[config.mk]
export PLATFORM = sky130hd
export DESIGN_NAME = unary_encoder
export DESIGN_NICKNAME = d
export VERILOG_FILES = /design/src/rtl/unary_pkg.sv /design/src/rtl/bit_reverse.sv /design/src/rtl/unary_encoder.sv
export SDC_FILE = /design/constraint.sdc
export NUM_CORES = 1
export LEC_CHECK = 0
export BUFFER_PORTS_ARGS = -buffer_cell sky130_fd_sc_hd__buf_4
export CORE_MARGIN = 2
export CORE_UTILIZATION = 40
export DETAILED_ROUTE_END_ITERATION = 7
export HOLD_SLACK_MARGIN = 0.05
export PLACE_DENSITY = 0.66
export SYNTH_ARGS = -nofsm -noshare
export SYNTH_HDL_FRONTEND = slang
export SYNTH_SLANG_ARGS = --single-unit
[constraint.sdc]
create_clock -name clk -period 1.9 [get_ports clk]
set_input_delay 0.57 -clock clk [delete_from_list [all_inputs] [get_ports clk]]
set_output_delay 0.57 -clock clk [all_outputs]
set_load 0.05 [all_outputs]
[src/rtl/unary_pkg.sv]
// Shared types and constants for the unary (stochastic-style) magnitude encoder.
package unary_pkg;

  typedef enum logic {
    IDLE   = 1'b0,
    STREAM = 1'b1
  } state_t;

  // Counter value on the final cycle of a 2^w-1 cycle window.
  function automatic int last_cnt(input int w);
    return (1 << w) - 2;
  endfunction

endpackage

[src/rtl/bit_reverse.sv]
// Combinational bit-order reversal of a WIDTH-bit word.
// Only needed by dithered builds (UNARY_DITHER_EN), so it is compiled only there.
`ifdef UNARY_DITHER_EN
module bit_reverse #(
  parameter int WIDTH = 8
) (
  input  logic [WIDTH-1:0] din,
  output logic [WIDTH-1:0] dout
);

  always_comb begin
    dout = '0;
    for (int i = 0; i < WIDTH; i++) begin
      dout[i] = din[WIDTH-1-i];
    end
  end

endmodule
`endif

[src/rtl/unary_encoder.sv]
// Turns a sign/magnitude pair into a 2^WIDTH-1 cycle unary bit window; first bit one cycle after accept.
// Ready only when idle or on the last window cycle (no gap back-to-back); UNARY_DITHER_EN spreads the ones.
module unary_encoder
  import unary_pkg::*;
#(
  parameter int WIDTH = 8
) (
  input  logic             clk,
  input  logic             reset,
  input  logic             in_valid,
  output logic             in_ready,
  input  logic [WIDTH-1:0] in_mag,
  input  logic             in_neg,
  input  logic             flush,
  output logic             stream,
  output logic             pos,
  output logic             first,
  output logic             last,
  output logic             busy
);

  localparam logic [WIDTH-1:0] LAST_CNT = WIDTH'(last_cnt(WIDTH));

  state_t           state_q;
  state_t           state_d;
  logic [WIDTH-1:0] cnt_q;
  logic [WIDTH-1:0] cnt_d;
  logic [WIDTH-1:0] mag_q;
  logic             neg_q;
  logic [WIDTH-1:0] key;
  logic             accept;

  // The window never reaches the all-ones count, so exactly mag_q keys fall below mag_q
  // whether key is the count itself or its bit reversal.
`ifdef UNARY_DITHER_EN
  bit_reverse #(
    .WIDTH (WIDTH)
  ) u_bit_reverse (
    .din  (cnt_q),
    .dout (key)
  );
`else
  assign key = cnt_q;
`endif

  assign busy     = (state_q == STREAM);
  assign first    = busy & (cnt_q == '0);
  assign last     = busy & (cnt_q == LAST_CNT);
  assign stream   = busy & (key < mag_q);
  assign pos      = ~(busy & neg_q);
  assign in_ready = ~flush & (~busy | last);
  assign accept   = in_valid & in_ready;

  always_comb begin
    state_d = state_q;
    cnt_d   = cnt_q;
    if (flush) begin
      state_d = IDLE;
      cnt_d   = '0;
    end else if (accept) begin
      state_d = STREAM;
      cnt_d   = '0;
    end else if (state_q == STREAM) begin
      if (last) begin
        state_d = IDLE;
        cnt_d   = '0;
      end else begin
        cnt_d = cnt_q + WIDTH'(1);
      end
    end
  end

  always_ff @(posedge clk or posedge reset) begin
    if (reset) begin
      state_q <= IDLE;
      cnt_q   <= '0;
      mag_q   <= '0;
      neg_q   <= 1'b0;
    end else begin
      state_q <= state_d;
      cnt_q   <= cnt_d;
      if (accept) begin
        mag_q <= in_mag;
        neg_q <= in_neg;
      end
    end
  end

endmodule

==> results.cfg <==
[floorplan]
core-area_um2 = 2500
fp.dieW_um = 55.72
dieArea_um2 = 3104
rows = 18
die_y_um = 55.72
initial_core_util = 0.4279
ios = 19

[place]
placed_cells = 163
hpwl_um = 1807
place_congestion = 0.8065
place_ws_ns = -0.1133
port_buffers = 18
dpl_cell_area_um2 = 1445

[routing]
drc_errors = 0
drtPass1Iterations = 4
drt-vias-per-instance = 5.224
antenna_left = 0
vias = 888
wl_per_cell_um = 13.94
dr.first_iter.drc_count = 11
routed_wl_um = 2370

[sta]
rsz0062_at_grt = true
slew_headroom = 0.7464
setup_violations = 4
finalWorstSetupSlack_ns = -0.4462
max_freq_ghz = 0.4262
finalCriticalPeriod_ns = 2.346
drv_slew = 0
finClkSkew_ns = 0.007308
period_share = 1.235
fin_hold_ws_ns = 0.2691
hold_viol_final = 0
worst_pin_slew_ns = 0.3775

[logic_synthesis]
synth_edf_count = 0
synth_most_common_cell = dfrtp_1
ys_types = 27
synth_warnings = 0
syn-num-nets = 123
synth_top_area_cell = dfrtp_1
ys_seq_area_frac = 0.4211
synth.cell_area_um2 = 1070
avgSynthCellArea_um2 = 10.70
ys.flop_type = dfrtp_1
synth_top_area_frac = 0.4211
synth_common_cells = dfrtp_1 (18), inv_1 (12), ha_1 (10), mux2_2 (10), nor2_1 (10)
synth.area.top_cells = dfrtp_1 (42%), ha_1 (12%), mux2_2 (11%)
postSynthRegisterBits = 18
ys_async_sr_fraction = 1.000
netlist_instances = 100

[pwr]
p_leak_nw = 0.7617
power_density_nw_per_um2 = 616.8
switching_share = 0.3006
p_int_w = 0.0006806
ir_drop_mv = 0.4692
clkPwrFrac = 0.256
p_comb_frac = 0.285
pwr-share-seq = 0.460
p_sw_w = 0.0002925
power_w = 0.0009731

[status]
violations = setup timing
outcome = finished with violations

[global_route]
track_usage = 0.1667
gr-total-overflow = 0
grt_max_degree = 19
antenna_found_initial = 0
grt_pass1_wl_um = 3995
first_global_vias = 904

[clocking]
cts_tree = built
max-clock-path-buffers = 2
h-tree-depth = 1
clkSinkCount = 18
cts_root_buf = clkbuf_4
hold_buffers = 0
cts_buffers = 3
clk_latency_ns = 0.30
cts.clk_slew.worst_paths_ns = 0.12

[worst_setup_path]
endpoint_kind = primary output
cp_data_arrival_time_ns = 1.78
worst-path-buf-inv = 2
worstReg2RegStart = cnt_q[1]
path_delay_family = simple AND/OR/NAND/NOR gates
cpPeakStageDelay_ns = 0.47
timing.rr.end = cnt_q[6]
reg2reg_depth = 8
cp-start-kind = flop
r2r_slack_ns = 0.19
crit_type = reg -> out
required_ns = 1.33
slowest_stage = or4b_4
path_cells = inv_1, ha_1, or4b_4, nor4_4, buf_6
path_max_fanout = 3
crit_cells = 5

[layout]
nNetsFinal = 164
regArea_um2 = 454.2
design_area_um2 = 1578
multi_input_area_um2 = 708.2
n_fill_cell = 208
drive_above_1_share = 0.4929
area_delta_synth_final_pct = 47.49
antenna_cells = 0
stdcell_count = 170

[hold_path]
hold_class = in -> async

[job]
maxCapViolCount = 0
-- worst register-to-register path: cells and delay by family (launching register included) --
kind | cells | cell delay (ns)
adders and majority gates | 1 | 0.16
AOI/OAI and AO/OA | 2 | 0.54
DFF | 1 | 0.43
buffers and inverters | 3 | 0.41
and+or+nand+nor | 2 | 0.11
-- repair_timing --
action / in CTS / in global routing
gates resized for setup: 10 / 5
buffers inserted: 2 / 3
pin swaps: 5 / 5
endpoints found under the setup margin: 4 / 5
-- cells in the final DEF (no fill, tap or decap), types with 2 or more instances in the layout --
| cell type | count |
|---|---|
| buf_4 | 30 |
| dfrtp_1 | 15 |
| inv_1 | 11 |
| mux2_2 | 10 |
| nor2_1 | 9 |
| ha_1 | 7 |
| buf_6 | 5 |
| nor3_1 | 4 |
| xnor2_1 | 4 |
| nand2_1 | 4 |
| ha_4 | 3 |
| dfrtp_2 | 3 |
| clkbuf_4 | 3 |
| nand3_1 | 2 |
| nand2b_1 | 2 |
| nor4_4 | 2 |
| nand4_1 | 2 |
| nand4b_1 | 2 |
-- layout make-up --
| cell class | instances | area share |
|---|---|---|
| Multi-Input combinational cell | 70 | 0.4489 |
| Inverter | 12 | 0.02855 |
| Sequential cell | 18 | 0.2879 |
| Tap cell | 30 | 0.02379 |
| Timing Repair Buffer | 36 | 0.1879 |
| Clock buffer | 4 | 0.02300 |
-- routing by layer --
metal  global-route usage  up-vias  wire, um
met1               0.2149      434      1067
met3              0.02791        4        59
met5                    0        -         0
met4              0.07317        0        31
li1                     -      440         -
met2               0.2738       10      1212
-- logic make-up (layout without fill, tap and decap cells) --
family                     Yosys count  count (layout)  share of synthesized area
AOI/OAI and AO/OA                    9               9                    0.07252
xor gates and xnor gates             4               4                    0.03275
adders and majority gates           10              10                     0.1170
buffers and inverters               12              52                    0.04210
DFF                                 18              18                     0.4211
muxes                               10              10                     0.1053
and+or+nand+nor                     37              37                     0.2094
-- sequential cells by signal (all words and copies together), names as in the netlist --
name,cells
busy,1
mag_q,8
neg_q,1
cnt_q,8
-- worst max path at each step --
stage | startpoint | end
after floorplan | cnt_q[1] | first
after global placement | cnt_q[0] | first
final | cnt_q[1] | first
after global routing | cnt_q[0] | first
after detailed placement | cnt_q[0] | first
after CTS | cnt_q[0] | first
-- power groups by stage --
stage	Combinational, W	Clock (W)	Sequential [W]
floorplan	0.000170	0	0.000454
global route	0.000303	0.000272	0.000452
global placement	0.000245	0	0.000454
CTS	0.000269	0.000255	0.000447
finish	0.000277	0.000249	0.000447
detailed placement	0.000252	0	0.000455
-- metrics by stage --
stage                     setup TNS, ns  utilization
final                            -1.289       0.6311
after global routing             -1.649       0.6311
after CTS                        -1.482       0.6191
after detailed placement        -0.2129       0.5781
after global placement          -0.1547       0.5781
after floorplan                 -0.3014            -
Note: power is estimated with default switching activity, not from simulation.
